$ cat src/rtl/btn_press_gen_pkg.sv
// Shared definitions for the button-press waveform generator: one-hot FSM states,
// event kinds and phase counter width.
package btn_press_gen_pkg;

  localparam int US_CNT_W = 21;

  typedef enum logic [4:0] {
    ST_IDLE   = 5'b00001,
    ST_PRESS1 = 5'b00010,
    ST_GAP    = 5'b00100,
    ST_PRESS2 = 5'b01000,
    ST_GUARD  = 5'b10000
  } state_e;

  typedef enum logic [1:0] {
    EV_SINGLE = 2'd0,
    EV_DOUBLE = 2'd1,
    EV_LONG   = 2'd2
  } ev_kind_e;

  // Terminal count of the us counter for a phase lasting n microseconds.
  function automatic logic [US_CNT_W-1:0] us_last(input int unsigned n);
    return US_CNT_W'(n - 1);
  endfunction

endpackage

$ cat src/rtl/btn_press_gen_if.sv
// Request/response bundle between an event requester (master) and the press generator (slave).
interface btn_press_gen_if;

  logic req_single;
  logic req_double;
  logic req_long;
  logic cancel;
  logic btn_out;
  logic busy;
  logic done;

  modport master (
    output req_single, req_double, req_long, cancel,
    input  btn_out, busy, done
  );

  modport slave (
    input  req_single, req_double, req_long, cancel,
    output btn_out, busy, done
  );

endinterface

$ cat src/rtl/btn_press_gen_us_tick_gen.sv
// Microsecond prescaler: one-cycle tick every CLK_PER_US clocks, restartable by a sync clear.
module us_tick_gen #(
  parameter int unsigned CLK_PER_US = 125
) (
  input  logic clk,
  input  logic reset_n,
  input  logic clr_i,
  output logic tick_o
);

  localparam int unsigned PW = (CLK_PER_US > 1) ? $clog2(CLK_PER_US) : 1;

  logic [PW-1:0] presc_q, presc_d;

  assign tick_o = (presc_q == PW'(CLK_PER_US - 1));

  always_comb begin
    presc_d = presc_q + PW'(1);
    if (clr_i || tick_o) presc_d = '0;
  end

  always_ff @(posedge clk or negedge reset_n) begin
    if (!reset_n) presc_q <= '0;
    else          presc_q <= presc_d;
  end

endmodule

$ cat src/rtl/btn_press_gen.sv
// Button-press waveform generator: turns a one-cycle single/double/long request into a
// timed active-high button level, followed by a mandatory release guard and a done pulse.
module btn_press_gen
  import btn_press_gen_pkg::*;
#(
  parameter int unsigned CLK_PER_US = 125,
  parameter int unsigned SHORT_US   = 100_000,
  parameter int unsigned LONG_US    = 1_000_000,
  parameter int unsigned GAP_US     = 50_000,
  parameter int unsigned GUARD_US   = 200_000
) (
  input logic            clk,
  input logic            reset_n,
  btn_press_gen_if.slave bus
);

  state_e              state_q, state_d;
  ev_kind_e            ev_q, ev_d;
  logic [US_CNT_W-1:0] us_q, us_d, us_end;
  logic                tick, clr, phase_end;
  logic                btn_out_q, btn_out_d;
  logic                busy_q, busy_d;
  logic                done_q, done_d;

  us_tick_gen #(.CLK_PER_US(CLK_PER_US)) u_tick (
    .clk    (clk),
    .reset_n(reset_n),
    .clr_i  (clr),
    .tick_o (tick)
  );

  always_comb begin
    us_end = us_last(GUARD_US);
    case (state_q)
      ST_PRESS1: us_end = (ev_q == EV_LONG) ? us_last(LONG_US) : us_last(SHORT_US);
      ST_GAP:    us_end = us_last(GAP_US);
      ST_PRESS2: us_end = us_last(SHORT_US);
      default:   ;
    endcase
  end

  assign phase_end = tick && (us_q == us_end);

  always_comb begin
    state_d = state_q;
    ev_d    = ev_q;
    case (state_q)
      ST_IDLE: begin
        // The done cycle still counts as part of the finished event.
        if (!done_q) begin
          if (bus.req_long) begin
            ev_d    = EV_LONG;
            state_d = ST_PRESS1;
          end else if (bus.req_double) begin
            ev_d    = EV_DOUBLE;
            state_d = ST_PRESS1;
          end else if (bus.req_single) begin
            ev_d    = EV_SINGLE;
            state_d = ST_PRESS1;
          end
        end
      end
      ST_PRESS1: begin
        if (bus.cancel)     state_d = ST_GUARD;
        else if (phase_end) state_d = (ev_q == EV_DOUBLE) ? ST_GAP : ST_GUARD;
      end
      ST_GAP: begin
        if (bus.cancel)     state_d = ST_GUARD;
        else if (phase_end) state_d = ST_PRESS2;
      end
      ST_PRESS2: begin
        if (bus.cancel)     state_d = ST_GUARD;
        else if (phase_end) state_d = ST_GUARD;
      end
      ST_GUARD: begin
        if (phase_end) state_d = ST_IDLE;
      end
      default: state_d = ST_IDLE;
    endcase
  end

  // Restarting timing on every state entry makes each phase exactly N*CLK_PER_US cycles.
  assign clr = (state_d != state_q) || (state_q == ST_IDLE);

  always_comb begin
    us_d = us_q;
    if (clr)       us_d = '0;
    else if (tick) us_d = us_q + US_CNT_W'(1);
  end

  assign btn_out_d = (state_d == ST_PRESS1) || (state_d == ST_PRESS2);
  assign busy_d    = (state_d != ST_IDLE);
  assign done_d    = (state_q == ST_GUARD) && (state_d == ST_IDLE);

  always_ff @(posedge clk or negedge reset_n) begin
    if (!reset_n) begin
      state_q   <= ST_IDLE;
      ev_q      <= EV_SINGLE;
      us_q      <= '0;
      btn_out_q <= 1'b0;
      busy_q    <= 1'b0;
      done_q    <= 1'b0;
    end else begin
      state_q   <= state_d;
      ev_q      <= ev_d;
      us_q      <= us_d;
      btn_out_q <= btn_out_d;
      busy_q    <= busy_d;
      done_q    <= done_d;
    end
  end

  assign bus.btn_out = btn_out_q;
  assign bus.busy    = busy_q;
  assign bus.done    = done_q;

endmodule
$ cat src/flat_wrapper.sv
// flat-port wrapper written by rule: the top's interface ports become plain ports
module btn_press_gen_flat import btn_press_gen_pkg::*;
#(
  parameter int unsigned CLK_PER_US = 125,
  parameter int unsigned SHORT_US   = 100_000,
  parameter int unsigned LONG_US    = 1_000_000,
  parameter int unsigned GAP_US     = 50_000,
  parameter int unsigned GUARD_US   = 200_000
)
  (clk, reset_n, bus_req_single, bus_req_double, bus_req_long, bus_cancel, bus_btn_out, bus_busy, bus_done);
  btn_press_gen_if bus_i ();
  input logic clk;
  input logic reset_n;
  input wire logic [$bits(bus_i.req_single)-1:0] bus_req_single;
  input wire logic [$bits(bus_i.req_double)-1:0] bus_req_double;
  input wire logic [$bits(bus_i.req_long)-1:0] bus_req_long;
  input wire logic [$bits(bus_i.cancel)-1:0] bus_cancel;
  output wire logic [$bits(bus_i.btn_out)-1:0] bus_btn_out;
  output wire logic [$bits(bus_i.busy)-1:0] bus_busy;
  output wire logic [$bits(bus_i.done)-1:0] bus_done;
  assign bus_i.req_single = bus_req_single;
  assign bus_i.req_double = bus_req_double;
  assign bus_i.req_long = bus_req_long;
  assign bus_i.cancel = bus_cancel;
  assign bus_btn_out = bus_i.btn_out;
  assign bus_busy = bus_i.busy;
  assign bus_done = bus_i.done;
  btn_press_gen #(.CLK_PER_US(CLK_PER_US), .SHORT_US(SHORT_US), .LONG_US(LONG_US), .GAP_US(GAP_US), .GUARD_US(GUARD_US)) u_core (.clk(clk), .reset_n(reset_n), .bus(bus_i));
endmodule
$ cat config.mk
export PLATFORM = sky130hd
export DESIGN_NAME = btn_press_gen_flat
export DESIGN_NICKNAME = d
export VERILOG_FILES = /design/src/rtl/btn_press_gen_pkg.sv /design/src/rtl/btn_press_gen_if.sv /design/src/rtl/btn_press_gen_us_tick_gen.sv /design/src/rtl/btn_press_gen.sv /design/src/flat_wrapper.sv
export SDC_FILE = /design/constraint.sdc
export NUM_CORES = 1
export LEC_CHECK = 0
export CORE_ASPECT_RATIO = 0.7
export CORE_UTILIZATION = 65
export DETAILED_ROUTE_END_ITERATION = 8
export GPL_TIMING_DRIVEN = 0
export PLACE_DENSITY = 0.84
export SLEW_MARGIN = 10
export SYNTH_ARGS = -nofsm -noshare
export SYNTH_HDL_FRONTEND = slang
export SYNTH_SLANG_ARGS = --single-unit
$ cat constraint.sdc
create_clock -name clk -period 7 [get_ports clk]
set_input_delay 1.75 -clock clk [delete_from_list [all_inputs] [get_ports clk]]
set_output_delay 1.75 -clock clk [all_outputs]
set_load 0.03 [all_outputs]
==> results.py <==
metrics = {
    "setup_path": {
        "path_class": "in2reg",
        "critPathMaxFanout": 10,
        "worstPathRequired_ns": 7.18,
        "r2r-end": "u_core.us_q[19]",
        "r2r_start": "u_core.state_q[1]",
        "end_kind": "register",
        "r2r_cells": 10,
        "start_kind": "primary input",
        "arrival_ns": 3.76,
        "r2r_slack_ns": 4.22,
        "cp-startpoint": "bus_cancel",
    },
    "cts": {
        "clk_pin_slew_ns": 0.08,
        "cts_max_level": 2,
        "cts_tree": "yes",
        "cts_hold_buf": 0,
        "numCtsBuffers": 5,
        "cts_sinks": 38,
        "clock_latency_ns": 0.29,
        "clock_path_buffers": 2,
        "clockRootBuffer": "clkbuf_8",
        "cts_setup_buffers": 0,
        "cts_resized": 0,
    },
    "synthesis": {
        "yosysWarningCount": 0,
        "synth_seq_cells": 38,
        "synthesis.nets": 250,
        "synth_edf_count": 0,
        "async_reset_ff_frac": 1.00,
        "syn_area_um2": 2250,
        "ys_seq_area_frac": 0.423,
        "avgSynthCellArea_um2": 9.35,
        "syn-instance-count": 241,
        "synth_cell_types": 51,
        "ys.flop_type": "dfrtp_1",
    },
    "min_path": {
        "min_to": "u_core.u_tick.presc_q[0]",
        "hold_start": "u_core.u_tick.presc_q[0]",
        "hold_class": "reg2reg",
        "min_path_cells": 1,
    },
    "routing": {
        "first_pass_iters": 4,
        "ant_nets": 0,
        "dr_total_vias": 1815,
        "vias_per_cell": 5.95,
        "wl_per_cell_um": 15.4,
        "first_iter_violations": 131,
        "wirelength_um": 4690,
        "drcViolationCount": 0,
    },
    "power": {
        "ir_drop_mv": 0.225,
        "p_leak_nw": 0.969,
        "power_density_nw_per_um2": 282,
    },
    "sta": {
        "fin_tns_setup_ns": 0,
        "finClkSkew_ns": 0.00729,
        "rsz0062_at_grt": "no",
        "finalWorstSetupSlack_ns": 3.42,
        "final-max-slew-violation-count": 0,
        "setup_viol": 0,
        "hold_viol_final": 0,
        "fin_crit_ns": 3.58,
        "slew_headroom": 0.261,
        "timing.final.crit_share": 0.511,
        "clock.fmax_mhz": 279,
        "worst_pin_slew_ns": 1.10,
    },
    "finish": {
        "fillCellCount": 224,
        "seq_area_um2": 952,
        "diodes": 0,
        "final_core_util": 0.780,
        "fin_nets": 266,
        "multiInputGateArea_um2": 1200,
        "layout-drive-gt1-share": 0.0969,
        "final_common_cell": "nor2_1",
        "syn_to_final_growth_pct": 12.0,
        "final_cell_mix": "nor2_1, dfrtp_1, nand2_1",
        "final_area_um2": 2520,
    },
    "run": {
        "max-cap-violations": 0,
    },
    "floorplan": {
        "rows": 17,
        "initial_core_util": 0.697,
        "core_um2": 3230,
        "die_x_um": 72.4,
        "die_y_um": 51.3,
        "dieArea_um2": 3710,
        "io_pins": 9,
    },
    "global_routing": {
        "antenna_found_initial": 0,
        "grt_pass1_wl_um": 8050,
        "grt_max_degree": 32,
        "overflow": 0,
        "grt_use_total": 0.298,
        "grt_pass1_vias": 1685,
    },
    "place": {
        "gp_congestion": 0.924,
        "placed_area_um2": 2410,
        "dpl.hpwl_um": 3440,
        "place_ws_ns": 3.17,
        "numPortBuffers": 8,
    },
    "run_status": {
        "status": "finished clean",
    },
}
==> synthesized netlist by cell type (3+ instances only) <==
master / n / area, um2
xnor2_1: 16 / 140
o21a_1: 4 / 30.0
nor2b_1: 5 / 31.3
xor2_1: 11 / 96.3
or3_1: 4 / 25.0
nand4_1: 3 / 18.8
nand3_1: 11 / 55.1
dfrtp_1: 37 / 926
and3_1: 8 / 50.1
nand2_1: 17 / 63.8
o21ai_0: 6 / 30.0
inv_1: 8 / 30.0
a21oi_1: 5 / 25.0
buf_6: 3 / 33.8
nor3_1: 14 / 70.1
nand2b_1: 6 / 37.5
nor2_1: 38 / 143
ha_1: 3 / 37.5
==> worst max-delay path by stage <==
stage          slack, ns               to
4_1_cts             3.47  u_core.us_q[19]
3_5_place_dp        3.17   u_core.us_q[2]
3_3_place_gp        3.17   u_core.us_q[0]
5_1_grt             3.30  u_core.bus.busy
6_report            3.42  u_core.us_q[19]
2_1_floorplan       4.03   u_core.us_q[0]
==> critical path, cell delays in order <==
cell and delay [ns]:
clkdlybuf4s50_1 0.63, o211ai_1 0.18, and3_1 0.19, o221a_1 0.11
a32o_1 0.28, o22ai_4 0.34, buf_6 0.21, nor2_1 0.06
==> sequential cells by signal (all words and copies together) (netlist names) <==
name	flops
u_core.us_q	21
u_core.bus.btn_out	1
u_core.bus.done	1
u_core.state_q	5
u_core.u_tick.presc_q	7
u_core.ev_q	2
u_core.bus.busy	1
==> report_power, final <==
part           leakage [nW]  total (mW)  internal, mW  switching (mW)
logic                 0.392       0.264         0.102           0.161
registers             0.519       0.254         0.244          0.0105
clock network        0.0585       0.193         0.116          0.0768
==> stage by stage <==
stage	cells	total power, mW	hold slack (ns)
2_1_floorplan	241	0.450	0.464
3_3_place_gp	296	0.513	0.482
3_5_place_dp	297	0.518	0.508
4_1_cts	305	0.711	0.519
5_1_grt	305	0.751	0.559
6_report	305	0.711	0.522
==> routing by layer <==
metal  wire (um)  vias up  part of all wire  GRT usage
met5           0        -                 0          0
met4          61        0             0.013      0.101
met3         335        7             0.071     0.0750
met2        1910       47              0.41      0.405
met1        2380      886              0.51      0.458
li1            -      875                 -          -
==> kinds of logic (layout without fill, tap and decap cells) <==
group,after synthesis,after routing,share of synthesized area
XOR/XNOR,27,27,0.105
AO/OA/AOI/OAI,34,34,0.121
flip-flops,38,38,0.423
adder cells (fa/ha/maj),3,3,0.0167
buffers and inverters,16,33,0.0422
AND/OR/NAND/NOR,120,120,0.279
multiplexers,3,3,0.0139
==> area by class of cell <==
cell class | count | area share
Buffer | 8 | 0.0258
Inverter | 8 | 0.0119
Tap cell | 47 | 0.0233
Clock buffer | 7 | 0.0342
Multi-Input combinational cell | 187 | 0.478
Sequential cell | 38 | 0.377
Timing Repair Buffer | 9 | 0.0377
Clock inverter | 1 | 0.0119
Note: power is estimated with default switching activity, not from simulation.
